<file path="src/rtl/dff_pair_sequencer.sv">
// Command/response sequencer for the two-flip-flop compare datapath.
// Loads D1/D2, waits for the registered f/g, and reports mismatches.
module dff_pair_sequencer #(
   parameter int CNT_W = 8
) (
   input  logic             CLK1,
   input  logic             RST,
   input  logic             cmd_valid,
   output logic             cmd_ready,
   input  logic [1:0]       cmd_data,
   output logic             rsp_valid,
   input  logic             rsp_ready,
   output logic [1:0]       rsp_data,
   output logic             rsp_err,
   output logic             D1,
   output logic             D2,
   input  logic             f,
   input  logic             g,
   input  logic             clr_cnt,
   output logic [CNT_W-1:0] txn_cnt,
   output logic [CNT_W-1:0] err_cnt,
   output logic             busy
);

   typedef enum logic [2:0] {
      INIT,
      IDLE,
      LOAD,
      WAIT,
      RESP
   } state_t;

   state_t state_q, state_d;

   logic             d1_q, d1_d;
   logic             d2_q, d2_d;
   logic             fexp_q, fexp_d;
   logic             gexp_q, gexp_d;
   logic             rvld_q, rvld_d;
   logic [1:0]       rdata_q, rdata_d;
   logic             rerr_q, rerr_d;
   logic             crdy_q, crdy_d;
   logic             busy_q, busy_d;
   logic [CNT_W-1:0] txn_q, txn_d;
   logic [CNT_W-1:0] err_q, err_d;

   always_ff @(posedge CLK1) begin
      if (RST) begin
         state_q <= INIT;
         d1_q    <= 1'b0;
         d2_q    <= 1'b0;
         fexp_q  <= 1'b0;
         gexp_q  <= 1'b0;
         rvld_q  <= 1'b0;
         rdata_q <= 2'b00;
         rerr_q  <= 1'b0;
         crdy_q  <= 1'b0;
         busy_q  <= 1'b1;
         txn_q   <= '0;
         err_q   <= '0;
      end else begin
         state_q <= state_d;
         d1_q    <= d1_d;
         d2_q    <= d2_d;
         fexp_q  <= fexp_d;
         gexp_q  <= gexp_d;
         rvld_q  <= rvld_d;
         rdata_q <= rdata_d;
         rerr_q  <= rerr_d;
         crdy_q  <= crdy_d;
         busy_q  <= busy_d;
         txn_q   <= txn_d;
         err_q   <= err_d;
      end
   end

   always_comb begin
      state_d = state_q;
      d1_d    = d1_q;
      d2_d    = d2_q;
      fexp_d  = fexp_q;
      gexp_d  = gexp_q;
      rvld_d  = rvld_q;
      rdata_d = rdata_q;
      rerr_d  = rerr_q;
      txn_d   = txn_q;
      err_d   = err_q;
      unique case (state_q)
         INIT: state_d = IDLE;
         IDLE: begin
            if (cmd_valid && crdy_q) begin
               d1_d    = cmd_data[1];
               d2_d    = cmd_data[0];
               fexp_d  = cmd_data[1] & cmd_data[0];
               gexp_d  = ~cmd_data[1] | ~cmd_data[0];
               state_d = LOAD;
            end
         end
         LOAD: state_d = WAIT;
         WAIT: begin
            rdata_d = {f, g};
            rerr_d  = ({f, g} != {fexp_q, gexp_q});
            rvld_d  = 1'b1;
            state_d = RESP;
         end
         RESP: begin
            if (rsp_ready) begin
               rvld_d  = 1'b0;
               txn_d   = txn_q + CNT_W'(1);
               if (rerr_q && !(&err_q))
                  err_d = err_q + CNT_W'(1);
               state_d = IDLE;
            end
         end
         default: state_d = INIT;
      endcase
      // clear overrides any increment in the same cycle
      if (clr_cnt) begin
         txn_d = '0;
         err_d = '0;
      end
      crdy_d = (state_d == IDLE);
      busy_d = (state_d != IDLE);
   end

   assign cmd_ready = crdy_q;
   assign rsp_valid = rvld_q;
   assign rsp_data  = rdata_q;
   assign rsp_err   = rerr_q;
   assign D1        = d1_q;
   assign D2        = d2_q;
   assign txn_cnt   = txn_q;
   assign err_cnt   = err_q;
   assign busy      = busy_q;

endmodule

</file>
<file path="config.mk">
export PLATFORM = sky130hd
export DESIGN_NAME = dff_pair_sequencer
export DESIGN_NICKNAME = d
export VERILOG_FILES = /design/src/rtl/dff_pair_sequencer.sv
export SDC_FILE = /design/constraint.sdc
export NUM_CORES = 1
export LEC_CHECK = 0
export BUFFER_PORTS_ARGS = -buffer_cell sky130_fd_sc_hd__buf_2
export CAP_MARGIN = 20
export CORE_MARGIN = 2
export CORE_UTILIZATION = 35
export DETAILED_ROUTE_END_ITERATION = 8
export SLEW_MARGIN = 10
export SYNTH_ARGS = -nofsm -noshare
export SYNTH_HDL_FRONTEND = slang
export SYNTH_SLANG_ARGS = --single-unit
</file>
<file path="constraint.sdc">
create_clock -name CLK1 -period 2 [get_ports CLK1]
set_input_delay 0.3 -clock CLK1 [delete_from_list [all_inputs] [get_ports CLK1]]
set_output_delay 0.3 -clock CLK1 [all_outputs]
set_load 0.01 [all_outputs]
</file>
* Word level (Yosys, flattened, before mapping)
Index checks and enable logic that the tools add are counted.
W data, S select, Z words.
** Storage, ports and cells
- Flip-flop bits (word level) :: 29
- Input port bits :: 9
- Output and inout bits :: 24
** Cells by class
- Add/sub/neg operators :: 2
- Equal/unequal tests :: 8
- Muxes and demuxes :: 5
- Bitwise operators :: 4
- Reductions and logical operators :: 11
** Operators by type and width (number)
- $add A8 B1 Y8 const B :: 2
- $pmux W3 S5 :: 1
- $reduce_and A8 Y1 :: 1
- $eq A3 B1 Y1 const B :: 2
- $eq A3 B2 Y1 const B :: 2
- $mux W3 :: 2
- $reduce_and A2 Y1 :: 3
- $eq A3 B3 Y1 const B :: 1
- $logic_not A3 Y1 :: 1
- $ne A3 B1 Y1 const B :: 1
- $reduce_and A3 Y1 :: 1
- $logic_and A1 B1 Y1 :: 2
- $ne A2 B2 Y1 :: 1
- $ne A2 B2 Y1 const B :: 1
- $not A1 Y1 :: 2
- $pmux W1 S2 :: 1
- $reduce_bool A2 Y1 :: 1
- $reduce_or A2 Y1 :: 1
- $and A1 B1 Y1 :: 1
- $logic_not A1 Y1 :: 1
- $mux W1 :: 1
- $or A1 B1 Y1 :: 1

* Logic depth before layout (Yosys ltp)
Gate-level depths: netlist (run 1).
- Depth after elaboration :: 4
- Depth in mapped cells :: 6

* Worst setup path before layout (run 1)
No wires, ideal clock.
- Kind :: reg-to-reg
- Start point :: register err_q[0] (netlist: err_cnt[0])
- End point :: register err_q[5] (netlist: err_cnt[5])
- Period minus slack after synthesis :: 1.519 ns
- Data required time :: 1.930 ns
- Stages on the path, launching flop included :: 6
- Arrival :: 1.450 ns
- Path buffers :: 0
- Setup slack :: 0.481 ns
- Cells stage by stage :: dfxtp_1 ha_1 nand3_1 o211ai_4 or4_1 a21oi_1
** On the way
- Word-level cells in the longest chain between the ends :: 4
- Elaborated cells on any way between the ends :: 5
** Ends and longest elaborated chain
- from (decl) :: RTL line 45 : logic [CNT_W-1:0] err_q, err_d;
- from (signal assigned) :: RTL line 73 : err_q <= err_d;
- branches (longest 4 deep; another with $add A8 B1 Y8)
Several ways; the timed one is not identified.
A chain may end at the register's enable or synchronous reset.

* Worst setup path in the final report (run 1)
- Start point :: register state_q[2]
- End point :: register err_q[7] (netlist: err_cnt[7])
** On the way
- Word-level cells in the longest chain between the ends :: 2
** Ends and longest elaborated chain
- from (decl) :: RTL line 33 : state_t state_q, state_d;
- from (signal assigned) :: RTL line 62 : state_q <= state_d;
- $eq A3 B3 Y1 :: RTL line 88 : unique case (state_q)
- $reduce_and A3 Y1 (no line)
No other way between the ends.

==> results.json, run 1 <==
{
  "outcome": "finished clean",
  "relSlewSlack_pct": 73.7,
  "synthDistinctLibCells": 34,
  "netlist_top_cells_count": "dfxtp_1, nor2_1, a21oi_1, xor2_1",
  "antenna_cells": 0,
  "vias": 1062,
  "die_y_um": 63.8,
  "synthMuxAreaShare_pct": 5.71,
  "cts.sinks": 29,
  "synth-simple-area-share_pct": 20.5,
  "crit_required_ns": 2.25,
  "fin_crit_ns": 1.59,
  "finalPower_mw": 1.02,
  "ys_seq_area_share_pct": 46.4,
  "cts_root_buffer": "clkbuf_4",
  "synth_area_per_cell_sq_um": 9.33,
  "hold_buffers": 0,
  "synth_largest_area_cell": "dfxtp_1",
  "synth_most_common_cell": "dfxtp_1",
  "synth-xor-area-share_pct": 7.71,
  "drc_errors": 0,
  "dpl.hpwl_um": 1950,
  "ir_drop_v": 0.000332,
  "layout.cells.non_filler": 214,
  "skew_ns": 0.00927,
  "synth_top_family_by_area": "simple AND/OR/NAND/NOR gates",
  "crit_type": "reg -> reg",
  "setup_viol": 0,
  "nets": 179,
  "insertion_delay_ns": 0.33,
  "overflow": 0,
  "cts_tree": "done",
  "slew_viol_final": 0,
  "r2r_setup_slack_ns": 0.41,
  "synth_ff_type": "dfxtp_1",
  "synth_warnings": 0,
  "routed_via_density": 4.96,
  "first_global_vias": 993,
  "io_pins": 33,
  "ys_ff_latch": 29,
  "timing.setup.tns_ns": 0,
  "stdcell_area_sq_um": 1490,
  "antenna_found_initial": 0,
  "wl_per_cell_um": 12.2,
  "fin_hold_ws_ns": 0.198,
  "hp-class": "in -> reg",
  "worstPathCellList": "and4bb_2, o211ai_4, or4_1, a21oi_1",
  "final.period_utilization_pct": 79.6,
  "fin_util_pct": 44.1,
  "tightest_slew_ns": 0.393,
  "fmax_ghz": 0.628,
  "power_density_nw_per_um2": 681,
  "worstSetupStartpointType": "flip-flop",
  "areaGrowthSynthToFinish_pct": 19.5,
  "synth_fp_nets": 145,
  "dieArea_sq_um": 4070,
  "grt_pass1_wl_um": 4420,
  "synth_edf_count": 0,
  "synth-compound-area-share_pct": 13.2,
  "synth_fa_ha_area_share_pct": 2.00,
  "post-place-ws_ns": 0.411,
  "drtAntennaViolNets": 0,
  "async_reset_ff_share_pct": 0,
  "placed_cell_area_sq_um": 1440,
  "place.gp.congestion": 0.811,
  "cts_max_path_buffers": 2,
  "postCtsSetupRepairBufs": 0,
  "grtUsageTotal_pct": 14.5,
  "crit_family": "simple AND/OR/NAND/NOR gates",
  "cap_violations": 0,
  "synth_top_area_share_pct": 46.4,
  "port_buffers": 32,
  "hold_viol_final": 0,
  "critPathSlowestCell": "or4_1",
  "cts-buffers-inserted": 5,
  "initial_core_util_pct": 36.9,
  "rows": 21,
  "grt_max_degree": 17,
  "wl_um": 2620,
  "drive_above_1_share_pct": 26.2,
  "clk_pin_slew_ns": 0.09,
  "drtIter0Drc": 40,
  "cpPeakStageDelay_ns": 0.48,
  "core_area_sq_um": 3390,
  "syn-cell-area_sq_um": 1250,
  "first_pass_iters": 4,
  "cts_repair_resize_count": 0,
  "crit_arrival_ns": 1.84,
  "htree_num_levels": 2,
  "path_max_fanout": 8,
  "placed_cells": 207,
  "cp_num_buf_inv": 0,
  "synthTopCellsByArea": "dfxtp_1, nor2_1, xor2_1",
  "timing.final.ws_setup_ns": 0.408,
  "rsz0062_at_grt": "false",
  "synth_cells": 134,
  "critPathCaptureType": "flip-flop",
  "die_x_um": 63.8,
  "p_leak_nw": 0.623
}
==> state kept, by name, summed over array words and instances, names as in the netlist <==
register	count
err_cnt	8
txn_cnt	8
state_q	3
rsp_data	2
D1	1
D2	1
busy	1
cmd_ready	1
fexp_q	1
gexp_q	1
rsp_err	1
rsp_valid	1
==> final cells by class <==
type | instances | area, sq um
tap | 46 | 57.6
inverter | 3 | 11.3
timing repair buffer | 34 | 175
clock buffer | 7 | 55.1
multi-input combinational | 95 | 614
sequential | 29 | 581
fill | 342 | 1900
==> power by group <==
part	internal [mW]	switching, mW	total [mW]
clock network	0.166	0.189	0.355
registers	0.588	0.0117	0.600
logic	0.0283	0.0341	0.0623
total	0.782	0.235	1.02
==> cell usage in the layout, fill, tap and decap left out <==
master     synthesis  layout
nor2_1            22      22
clkbuf_4           0       5
and4bb_2           1       1
buf_4              0       2
a21o_1             2       2
mux2_2             1       1
xnor2_1            4       4
clkbuf_1           2       1
nor3_1             3       3
a211oi_1           2       2
or2_2              1       1
xor2_1             7       7
nand4_1            6       6
mux2i_1            6       6
buf_2              1      32
clkbuf_8           0       1
a31oi_1            2       2
or3_1              2       2
a311oi_1           2       2
o211a_1            1       1
inv_1              3       3
nand3_1            5       5
and4_1             1       1
o2111ai_1          1       1
o211ai_4           1       1
or4_1              2       2
nand2b_1           1       1
nand2_1            6       6
dfxtp_1           29      29
o21ai_0            3       3
and3_1             2       2
o31ai_1            2       2
a21oi_1            7       7
ha_1               2       2
==> cells by family after synthesis <==
| family | count (synthesis) |
|---|---|
| simple gates | 52 |
| flops | 29 |
| compound gates | 23 |
| xor+xnor | 11 |
| buf+inv | 10 |
| mux | 7 |
| fa+ha+maj | 2 |
==> routing by layer <==
metal / vias up / share of wire, % / wire [um] / global-route usage, %
met5: - / 0 / 0 / 0
met4: 0 / 2.5 / 65 / 7.34
met3: 7 / 5.0 / 131 / 6.51
met2: 23 / 47 / 1240 / 23.3
met1: 489 / 45 / 1180 / 16.1
li1: 543 / - / - / -
==> worst paths after layout <==
path,start,to,cells after the start
worst max-delay path,state_q[2]$_SDFF_PP0_,err_cnt[7]$_SDFFE_PP0P_,4
worst max register to register,state_q[2]$_SDFF_PP0_,err_cnt[7]$_SDFFE_PP0P_,4
worst min-delay path,cmd_data[0],gexp_q$_SDFFE_PP0P_,2
worst min register to register,fexp_q$_SDFFE_PP0P_,fexp_q$_SDFFE_PP0P_,2
Power figures use the tool's default switching activity.
==> run 2, diff against run 1 <==
Settings changed: ABC_AREA from default to 1.
Clock period 2 ns to 1.65 ns, I/O delays scaled along.
==> run 2 against run 1 <==
Clock skew fell by 0.0031 ns. Worst hold slack better by 0.014 ns. Fmax is 13% higher. Non-clock buffer count decreased by 2. Via count rose by 15%. Critical path depth rose by 2. Design area grew 12%. Area after synthesis rose by 9.1%. Global-route usage decreased by 0.57 points. Cell count up 29%. Setup slack worse by 0.16 ns. Critical path type unchanged. Largest power group unchanged.
==> results.json, run 2 <==
{
  "outcome": "finished clean",
  "first_global_vias": 1068,
  "synthDistinctLibCells": 24,
  "htree_num_levels": 2,
  "grtUsageTotal_pct": 13.9,
  "insertion_delay_ns": 0.28,
  "critPathCaptureType": "flip-flop",
  "timing.setup.tns_ns": 0,
  "rows": 22,
  "synth_cells": 189,
  "cap_violations": 0,
  "power_density_nw_per_um2": 878,
  "fin_crit_ns": 1.40,
  "place.gp.congestion": 0.756,
  "hold_viol_final": 0,
  "final.period_utilization_pct": 85.1,
  "cts.sinks": 29,
  "drive_above_1_share_pct": 22.5,
  "ys_ff_latch": 29,
  "nFillCells": 405,
  "drtAntennaViolNets": 0,
  "areaGrowthSynthToFinish_pct": 22.5,
  "path_max_fanout": 13,
  "worstPathCellList": "nor2_2, nand3_2, nor2_1, nand2_2, nor2_1, nor2_1",
  "io_pins": 33,
  "ir_drop_v": 0.000540,
  "grt_pass1_wl_um": 4600,
  "clk_pin_slew_ns": 0.07,
  "core_area_sq_um": 3720,
  "postCtsSetupRepairBufs": 0,
  "vias": 1224,
  "seq_area_sq_um": 581,
  "die_y_um": 66.4,
  "hp-class": "in -> reg",
  "first_pass_iters": 4,
  "drc_errors": 0,
  "slew_viol_final": 0,
  "cts_repair_resize_count": 0,
  "nets": 237,
  "async_reset_ff_share_pct": 0,
  "synthTopCellsByArea": "dfxtp_1, nand2_1, nor2_1",
  "rsz0062_at_grt": "false",
  "tightest_slew_ns": 0.283,
  "die_x_um": 66.4,
  "multi_input_area_sq_um": 682,
  "dpl.hpwl_um": 2010,
  "cpPeakStageDelay_ns": 0.35,
  "p_leak_nw": 0.745,
  "initial_core_util_pct": 36.7,
  "cts-buffers-inserted": 5,
  "layout_commonest_cell": "nand2_1",
  "skew_ns": 0.00613,
  "final_cell_mix": "nand2_1, buf_2, nor2_1, dfxtp_1, inv_1",
  "crit_required_ns": 1.83,
  "netlist_top_cells_count": "nand2_1, nor2_1, dfxtp_1",
  "synth_largest_area_cell": "dfxtp_1",
  "synth_area_per_cell_sq_um": 7.22,
  "crit_type": "reg -> reg",
  "cts_tree": "done",
  "fmax_ghz": 0.712,
  "cts_root_buffer": "clkbuf_8",
  "synth_edf_count": 0,
  "grt_max_degree": 14,
  "wl_per_cell_um": 10.0,
  "critPathMostFrequentCell": "nor2_1",
  "routed_via_density": 4.45,
  "syn-cell-area_sq_um": 1360,
  "cts_max_path_buffers": 2,
  "synth_warnings": 0,
  "drtIter0Drc": 75,
  "synth_fp_nets": 200,
  "overflow": 0,
  "port_buffers": 32,
  "worstSetupStartpointType": "flip-flop",
  "critPathSlowestCell": "dfxtp_1",
  "dieArea_sq_um": 4410,
  "hold_buffers": 0,
  "finalPower_mw": 1.47,
  "ys_seq_area_share_pct": 42.6,
  "relSlewSlack_pct": 81.0,
  "crit_arrival_ns": 1.58,
  "wl_um": 2750,
  "synth_top_area_share_pct": 42.6,
  "antenna_found_initial": 0,
  "antenna_cells": 0,
  "synth_most_common_cell": "nand2_1",
  "setup_viol": 0,
  "synth_ff_type": "dfxtp_1"
}
==> run 2: final timing paths <==
| check | startpoint | endpoint | slack [ns] | depth (start not counted) |
|---|---|---|---|---|
| worst max-delay path | state_q[0]$_SDFF_PP0_ | err_cnt[1]$_SDFFE_PP0P_ | 0.25 | 6 |
| worst min-delay path | cmd_data[1] | D1$_SDFFE_PP0P_ | 0.21 | 3 |
| worst max register to register | state_q[0]$_SDFF_PP0_ | err_cnt[1]$_SDFFE_PP0P_ | 0.25 | 6 |
| worst min register to register | rsp_valid$_SDFFE_PP0P_ | rsp_valid$_SDFFE_PP0P_ | 0.48 | 2 |
==> run 2: logic make-up after synthesis <==
group | share of synthesized area [%]
AOI/OAI and AO/OA | 12.3
xor gates and xnor gates | 3.85
adders and majority gates | 1.83
buffers and inverters | 7.43
DFF | 42.6
and+or+nand+nor | 32.0
==> run 2: layer usage <==
layer / vias to the layer above / GRT usage [%] / share of wire [%]
li1: 672 / - / -
met1: 523 / 16.7 / 51
met2: 23 / 21.4 / 42
met3: 6 / 5.96 / 5.2
met4: 0 / 6.12 / 1.9
met5: - / 0 / 0
==> run 2: final cells by class <==
| type | count | share of cell area (%) |
|---|---|---|
| inverters | 23 | 5.17 |
| multi-input cells | 135 | 40.8 |
| flip-flops and latches | 29 | 34.8 |
| clock buffers | 7 | 5.77 |
| well taps | 48 | 3.60 |
| clock inverters | 1 | 0.300 |
| repair buffers | 32 | 9.59 |
==> run 2: through the flow <==
stage	instances	setup slack [ns]	cell area (sq um)	utilization (%)	hold slack, ns
6_report	275	0.245	1670	44.9	0.212
5_1_grt	275	0.0742	1670	44.9	0.234
4_1_cts	275	0.225	1670	44.9	0.210
3_5_place_dp	267	0.247	1570	42.2	0.469
3_3_place_gp	267	0.219	1570	42.2	0.464
2_1_floorplan	189	0.351	1360	-	0.382
==> run 2: critical path, delay by kind of cell, from the launching register on <==
family           cells  cell delay (ns)
flip-flops           1             0.35
AND/OR/NAND/NOR      6             0.95
==> run 2: where the power goes <==
group | switching [mW] | internal, mW
Clock | 0.277 | 0.376
Combinational | 0.0524 | 0.0341
Sequential | 0.0102 | 0.717
